File: src/rtl/rca_pkg.sv
// Shared constants for the ripple-carry adder slice.
package rca_pkg;

    // Operand width used when the instantiating code does not override it.
    localparam int RCA_DEFAULT_WIDTH = 9;

endpackage : rca_pkg

File: src/rtl/rca_full_adder.sv
// One-bit full adder cell: the unit element of the ripple chain.
module rca_full_adder (
    input  logic a,
    input  logic b,
    input  logic cin,
    output logic s,
    output logic cout
);

    logic p;

    // The propagate term is shared by the sum and the carry-out.
    assign p    = a ^ b;
    assign s    = p ^ cin;
    assign cout = (a & b) | (cin & p);

endmodule : rca_full_adder

File: src/rtl/rca_adder.sv
// Unsigned ripple-carry adder with a single registered output.
// The carry walks bit by bit through a chain of full-adder cells. The chain
// exists so it can serve as the reference ripple structure in timing and
// area comparisons. The result is exact in width+1 bits, and its MSB is the
// carry-out.
module rca_adder
    import rca_pkg::*;
#(
    parameter int width = RCA_DEFAULT_WIDTH
) (
    input  logic             clk_i,
    input  logic             rst_ni,
    input  logic [width-1:0] a_i,
    input  logic [width-1:0] b_i,
    output logic [width:0]   sum_o
);

    logic [width:0]   carry;
    logic [width-1:0] s_p0;
    logic [width:0]   sum_p1;

    // Stage p0: combinational ripple chain, with the carry into bit 0 tied low.
    assign carry[0] = 1'b0;

    for (genvar k = 0; k < width; k++) begin : g_cell
        rca_full_adder u_fa (
            .a    (a_i[k]),
            .b    (b_i[k]),
            .cin  (carry[k]),
            .s    (s_p0[k]),
            .cout (carry[k+1])
        );
    end

    // Stage p1: capture the full-precision sum; reset clears it without a clock.
    always_ff @(posedge clk_i or negedge rst_ni) begin
        if (!rst_ni) begin
            sum_p1 <= '0;
        end else begin
            sum_p1 <= {carry[width], s_p0};
        end
    end

    assign sum_o = sum_p1;

endmodule : rca_adder

File: config.mk
export PLATFORM = sky130hd
export DESIGN_NAME = rca_adder
export DESIGN_NICKNAME = d
export VERILOG_FILES = /design/src/rtl/rca_pkg.sv /design/src/rtl/rca_full_adder.sv /design/src/rtl/rca_adder.sv
export SDC_FILE = /design/constraint.sdc
export NUM_CORES = 1
export LEC_CHECK = 0
export CAP_MARGIN = 20
export CORE_AREA = 4 4 41 43
export CTS_BUF_LIST = sky130_fd_sc_hd__clkbuf_4 sky130_fd_sc_hd__clkbuf_8
export CTS_CLUSTER_DIAMETER = 80
export DETAILED_ROUTE_END_ITERATION = 7
export DIE_AREA = 0 0 45 47
export DONT_BUFFER_PORTS = 1
export PLACE_DENSITY = 0.43
export SYNTH_ARGS = -nofsm -noshare
export SYNTH_HDL_FRONTEND = slang
export SYNTH_SLANG_ARGS = --single-unit
File: constraint.sdc
create_clock -name clk_i -period 1.2 [get_ports clk_i]
set_input_delay 0.24 -clock clk_i [delete_from_list [all_inputs] [get_ports clk_i]]
set_output_delay 0.24 -clock clk_i [all_outputs]
set_load 0.03 [all_outputs]
==> flow_metrics.tcl, run 1 <==
set metrics [dict create \
    gp_routability_congestion 0.5718 \
    antenna_found_initial 0 \
    worstMarginPinSlew_ns 0.4408 \
    rows 13 \
    startpoint "a_i[0]" \
    synthSimpleGateAreaFrac_pct 0 \
    postSynthAreaPerCell_um2 18.40 \
    ys_ff_latch 10 \
    cp-start-kind "input pin" \
    io_pins 30 \
    layout_common_cells "10 x dfrtp_1, 8 x fa_2, 3 x inv_1, 3 x clkbuf_4, 2 x inv_2" \
    ys_seq_area_share_pct 56.66 \
    clk_pin_slew_worst_paths_ns 0.06 \
    rsz0062_at_grt "yes" \
    wl_per_cell_um 16.40 \
    hold_violations 0 \
    cp_max_fo 1 \
    finalWorstSetupSlack_ns -1.930 \
    htreeDepth 1 \
    port_buffers 0 \
    final_layout_size_suffix_gt1_share_pct 50.00 \
    worst_path_most_repeated_cell "fa_2" \
    largest_reg_flops 10 \
    syn_nets 53 \
    ant_nets 0 \
    synth_area_leaders "dfrtp_1 57%, fa_1 36%, inv_1 4.2%" \
    maxCapViolations 0 \
    coreArea_um2 1301 \
    ys_types 4 \
    wl_um 705 \
    hold_class "in -> reg" \
    p_leak_nw 0.2196 \
    final_common_cell "dfrtp_1" \
    arrival_ns 3.33 \
    yosysTopAreaCellShare_pct 56.66 \
    root_buffer "clkbuf_4" \
    dp_slack_ns -2.213 \
    violations "setup timing" \
    cp.buffers_inverters 2 \
    numClockSinks 10 \
    status "finished with violations" \
    cp.depth 11 \
    required_ns 1.40 \
    nets 59 \
    syn_to_final_growth_pct 18.98 \
    setup_viol 7 \
    end_kind "flip-flop" \
    pwr_density_cell_nw_per_um2 1590 \
    finalMaxSlewViolations 0 \
    initial_core_util_pct 33.94 \
    cts_setup_buffers 0 \
    crit_family "adder cells" \
    overflow 0 \
    worstPathCellList "ha_4 > fa_2 > fa_2 > fa_2 > fa_2 > fa_2 > fa_2 > fa_2 > inv_2 > fa_2 > inv_2" \
    synth_top_family_by_area "adder cells" \
    max_slew_margin_pct 70.51 \
    grt_pass1_vias 279 \
    synth-compound-area-share_pct 0 \
    die_x_um 45 \
    period_minus_slack_ns 3.130 \
    crit_type "in -> reg" \
    dieArea_um2 2115 \
    crit_path_top_delay_cell "fa_2" \
    synthXorXnorAreaFrac_pct 0 \
    fill_cells 121 \
    cts_buffer_depth 2 \
    final.setup.tns_ns -7.979 \
    drtIter0Drc 4 \
    dr.pass1.iters 2 \
    via_per_inst 4.628 \
    diodes 0 \
    die_h_um 47 \
    via_count 199 \
    dp_hpwl_um 635.5 \
    ys_warn_count 0 \
    cts_tree "done" \
    synth_top_cell_by_area "dfrtp_1" \
    drc_errors 0 \
    cts_made_buffers 3 \
    fin_crit_sh_pct 260.8 \
    grt_pass1_wl_mm 1.145 \
    clock.fmax_mhz 319.5 \
    grt_max_degree 11 \
    synth_cells 24 \
    crit_end "sum_o[8]" \
    peakVddDrop_mv 0.5617 \
    grt_usage_pct 8.293 \
    max_stage_delay_ns 0.42 \
    synthMuxAreaShare_pct 0 \
    yosys.area_share.adder_pct 39.09 \
    synth_area_um2 441.7 \
]
[routing by layer]
| layer | share of wire (%) | global-route usage (%) |
|---|---|---|
| met5 | 0 | 0 |
| met4 | 0 | 5.263 |
| met3 | 13 | 5.364 |
| met2 | 53 | 12.43 |
| met1 | 34 | 8.654 |
[where the power goes]
part / internal, mW / switching (mW) / total (mW) / leakage [nW]
Combinational: 0.0416 / 0.0395 / 0.0810 / 0.0892
Sequential: 0.395 / 0.145 / 0.540 / 0.117
Clock: 0.115 / 0.0998 / 0.215 / 0.0138
Total: 0.551 / 0.284 / 0.836 / 0.220
[per-stage QoR]
step                      util (%)  cells  hold slack, ns  cell area (um2)  power (mW)
final                        40.38     43          0.1140            525.5      0.8355
after global routing         40.38     43         0.09437            525.5      0.9005
after CTS                    40.38     43          0.1020            525.5      0.8586
after floorplan                  -     24        -0.05559            474.2      0.5938
after global placement       37.88     39        -0.05534            493.0      0.6146
after detailed placement     37.88     39        -0.05534            493.0      0.6249
[what timing repair did]
| action | 4_1_cts | 5_1_grt |
|---|---|---|
| resized for setup | 0 | 1 |
| endpoints found under the setup margin | 7 | 7 |
| gates cloned | 0 | 0 |
| hold endpoints to repair | 10 | 0 |
| hold buffers | 1 | 0 |
[Yosys cell counts]
| library cell | number |
|---|---|
| ha_1 | 1 |
| fa_1 | 8 |
| inv_1 | 5 |
| dfrtp_1 | 10 |
[cell type report]
| type | count | area (um2) | area share (%) |
|---|---|---|---|
| Clock buffer | 3 | 22.52 | 4.286 |
| Inverter | 5 | 18.77 | 3.571 |
| Multi-Input combinational cell | 9 | 205.2 | 39.05 |
| Sequential cell | 10 | 250.2 | 47.62 |
| Tap cell | 15 | 18.77 | 3.571 |
| Timing Repair Buffer | 1 | 10.01 | 1.905 |
[worst min-delay path by stage]
stage,cells past startpoint,endpoint,startpoint
2_1_floorplan,0,sum_o[0],rst_ni
3_3_place_gp,0,sum_o[8],rst_ni
3_5_place_dp,0,sum_o[8],rst_ni
4_1_cts,1,sum_o[0],b_i[0]
5_1_grt,1,sum_o[0],b_i[0]
6_report,1,sum_o[0],b_i[0]
[cells by family after synthesis]
logic type and after synthesis:
buf+inv 5, fa+ha+maj 9, flops 10
Power figures use the tool's default switching activity.
==> inputs of run 2 (changes only) <==
CORE_AREA = 2 2 39 41   (was 4 4 41 43)
DIE_AREA = 0 0 41 43   (was 0 0 45 47)
==> flow_metrics.tcl, run 2 (same netlist as run 1, synthesis figures left out) <==
set metrics [dict create \
    status "finished with violations" \
    violations "setup timing" \
    port_buffers 0 \
    finalMaxSlewViolations 0 \
    fin_crit_sh_pct 259.4 \
    p_leak_nw 0.2185 \
    cts_buffer_depth 2 \
    dp_hpwl_um 561.1 \
    fill_cells 137 \
    worstPathCellList "ha_4 > fa_2 > fa_2 > fa_2 > fa_2 > fa_2 > fa_2 > fa_2 > inv_2 > fa_2 > inv_2" \
    required_ns 1.40 \
    clk_pin_slew_worst_paths_ns 0.06 \
    peakVddDrop_mv 0.5363 \
    drc_errors 0 \
    worstMarginPinSlew_ns 0.4349 \
    io_pins 30 \
    setup_viol 7 \
    period_minus_slack_ns 3.113 \
    hold_violations 0 \
    cts_made_buffers 3 \
    hold_class "in -> reg" \
    cts_setup_buffers 0 \
    rows 14 \
    grt_pass1_vias 253 \
    overflow 0 \
    via_count 190 \
    finish.instance_area_um2 526.8 \
    die_x_um 41 \
    pwr_density_cell_nw_per_um2 1585 \
    dieArea_um2 1763 \
    max_slew_margin_pct 70.91 \
    dp.cells 40 \
    maxCapViolations 0 \
    rsz0062_at_grt "yes" \
    diodes 0 \
    grt_usage_pct 9.082 \
    wl_per_cell_um 14.02 \
    die_h_um 43 \
    worst_path_most_repeated_cell "fa_2" \
    largest_reg_flops 10 \
    layout_common_cells "10 x dfrtp_1, 8 x fa_2, 3 x inv_2, 3 x clkbuf_4, 2 x inv_1" \
    fin_hold_ws_ns 0.1109 \
    max_stage_delay_ns 0.42 \
    root_buffer "clkbuf_4" \
    end_kind "flip-flop" \
    finalWorstSetupSlack_ns -1.913 \
    cp-start-kind "input pin" \
    dr.pass1.iters 2 \
    wl_um 617 \
    clock.fmax_mhz 321.2 \
    place_area_um2 494.2 \
    final_layout_size_suffix_gt1_share_pct 53.57 \
    antenna_found_initial 0 \
    cp_max_fo 1 \
    coreArea_um2 1384 \
    numClockSinks 10 \
    htreeDepth 1 \
    gp_routability_congestion 0.5858 \
    grt_max_degree 11 \
    cts_tree "done" \
    grt_pass1_wl_mm 1.007 \
    final_cells 44 \
    final_common_cell "dfrtp_1" \
    crit_path_top_delay_cell "fa_2" \
    nets 59 \
    crit_type "in -> reg" \
    syn_to_final_growth_pct 19.26 \
    initial_core_util_pct 31.92 \
    via_per_inst 4.318 \
    drtIter0Drc 1 \
    ant_nets 0 \
    arrival_ns 3.31 \
]
run 2: area by class of cell:
type	count	area, um2	share of cell area (%)
tap	16	20.02	3.800
timing repair buffer	1	10.01	1.900
multi-input combinational	9	205.2	38.95
clock buffer	3	22.52	4.276
sequential	10	250.2	47.51
inverter	5	18.77	3.563
run 2: per-stage QoR:
stage / utilization (%) / setup WS (ns) / total power [mW] / TNS (ns)
after detailed placement: 35.71 / -2.217 / 0.6248 / -10.08
after global placement: 35.71 / -2.185 / 0.6159 / -9.917
after CTS: 38.07 / -1.925 / 0.8527 / -7.989
final: 38.07 / -1.913 / 0.8351 / -7.968
after floorplan: - / -2.116 / 0.5938 / -9.591
after global routing: 38.07 / -1.989 / 0.9086 / -8.260
run 2: report_power, final:
part / internal [mW] / switching (mW)
Clock: 0.115 / 0.0971
Sequential: 0.395 / 0.145
Combinational: 0.0430 / 0.0405
run 2: critical path: cells and delay by family:
kind / cells / cell delay (ns)
adder cells (fa/ha/maj): 9 / 2.94
buffers and inverters: 2 / 0.11
run 2: path summary, 6_finish.rpt:
| kind | from | end | slack [ns] | depth (start not counted) |
|---|---|---|---|---|
| max | a_i[0] | sum_o[8] | -1.91 | 11 |
| min | b_i[0] | sum_o[0] | 0.11 | 1 |
| max in group asynchronous | rst_ni | sum_o[7] | 0.53 | 1 |
| min in group asynchronous | rst_ni | sum_o[0] | 0.36 | 1 |
run 2: timing repair:
action | 4_1_cts | 5_1_grt
endpoints found under the hold margin | 10 | 0
gates resized for setup | 0 | 2
hold buffers | 1 | 0
endpoints found under the setup margin | 7 | 7
run 2: metal layers:
| metal | track usage, % | routed length (um) | vias up | part of all wire [%] |
|---|---|---|---|---|
| li1 | - | - | 78 | - |
| met2 | 13.44 | 315 | 19 | 51 |
| met4 | 6.000 | 0 | 0 | 0 |
| met1 | 9.492 | 202 | 93 | 33 |
| met5 | 0 | 0 | - | 0 |
| met3 | 4.712 | 98 | 0 | 16 |
==> inputs of run 3 (changes only) <==
CTS_CLUSTER_DIAMETER = 120   (was 80)
GPL_TIMING_DRIVEN = 0   (was unset)
clock period = 4.05 ns   (was 1.2 ns; I/O delays follow)
==> flow_metrics.tcl, run 3 (same netlist as run 1, synthesis figures left out) <==
set metrics [dict create \
    status "finished, final reports clean" \
    hold_class "in -> async" \
    cts_setup_buffers 0 \
    nets 58 \
    grt_pass1_wl_mm 1.062 \
    coreArea_um2 1384 \
    cp_max_fo 1 \
    cts_buffer_depth 2 \
    crit_family "adder cells" \
    overflow 0 \
    cts_made_buffers 3 \
    period_minus_slack_ns 3.861 \
    antenna_found_initial 0 \
    dp.cells 40 \
    dp_hpwl_um 604 \
    worstPathCellList "ha_1 > fa_1 > fa_1 > fa_2 > fa_2 > fa_2 > fa_2 > fa_1 > inv_1 > fa_1 > inv_1" \
    cp-start-kind "input pin" \
    root_buffer "clkbuf_4" \
    drtIter0Drc 1 \
    die_h_um 43 \
    required_ns 4.25 \
    initial_core_util_pct 31.92 \
    hold_violations 0 \
    finalMaxSlewViolations 0 \
    dr.pass1.iters 2 \
    rsz0062_at_grt "no" \
    clk_pin_slew_worst_paths_ns 0.06 \
    cts_tree "done" \
    port_buffers 0 \
    numClockSinks 10 \
    fill_cells 138 \
    arrival_ns 4.06 \
    via_per_inst 4.558 \
    grt_max_degree 11 \
    grt_pass1_vias 216 \
    final.setup.tns_ns 0 \
    htreeDepth 1 \
    cp.buffers_inverters 2 \
    clock.fmax_mhz 259.0 \
    final_cells 43 \
    end_kind "flip-flop" \
    diodes 0 \
    io_pins 30 \
    power.total_mw 0.2429 \
    cts_resized 0 \
    worstMarginPinSlew_ns 0.2882 \
    max_slew_margin_pct 80.80 \
    setup_viol 0 \
    drc_errors 0 \
    fin_hold_ws_ns 0.2416 \
    fin_crit_sh_pct 95.33 \
    layout_common_cells "10 x dfrtp_1, 5 x inv_1, 4 x fa_2, 4 x fa_1, 3 x clkbuf_4" \
    max_stage_delay_ns 0.40 \
    die_x_um 41 \
    largest_reg_flops 10 \
    via_count 196 \
    p_leak_nw 0.2212 \
    wl_um 671 \
    final_layout_size_suffix_gt1_share_pct 25.93 \
    gp_routability_congestion 0.6052 \
    grt_usage_pct 10.28 \
    ctsHoldBuffers 0 \
    maxCapViolations 0 \
    pwr_density_cell_nw_per_um2 491.5 \
    final_common_cell "dfrtp_1" \
    crit_path_top_delay_cell "fa_1" \
    ant_nets 0 \
    syn_to_final_growth_pct 11.90 \
    dieArea_um2 1763 \
    wl_per_cell_um 15.60 \
    rows 14 \
    peakVddDrop_mv 0.1154 \
    crit_type "in -> reg" \
]
## run 3: worst paths after layout
check / start / to / slack [ns] / cells after the start
max: a_i[0] / sum_o[8] / 0.19 / 11
min: rst_ni / sum_o[1] / 0.24 / 0
max in group asynchronous: rst_ni / sum_o[9] / 3.74 / 0
min in group clk_i: b_i[0] / sum_o[0] / 0.68 / 1
## run 3: routing by layer
metal  global-route usage, %  wire, um  up-vias
li1                        -         -       74
met1                   10.76       175       96
met2                   13.13       364       22
met3                   3.141        96        4
met4                   14.00        34        0
met5                       0         0        -
## run 3: final cells by class
cell class | instances | area, um2 | share of cell area [%]
Sequential cell | 10 | 250.2 | 50.63
Multi-Input combinational cell | 9 | 182.7 | 36.96
Clock buffer | 3 | 22.52 | 4.557
Tap cell | 16 | 20.02 | 4.051
Inverter | 5 | 18.77 | 3.797
## run 3: stage by stage
step                      setup WS [ns]  cell area (um2)  utilization [%]
final                            0.1892            494.2            35.71
after global placement         -0.08242            471.7            34.09
after floorplan                 0.01220            451.7                -
after CTS                        0.1742            494.2            35.71
after detailed placement        -0.1002            471.7            34.09
after global routing            0.09477            494.2            35.71
## run 3: power breakdown
group          total [mW]  internal, mW  switching, mW
Combinational      0.0190       0.00993        0.00905
Sequential          0.160         0.117         0.0431
Clock              0.0638        0.0341         0.0297
Total               0.243         0.161         0.0819
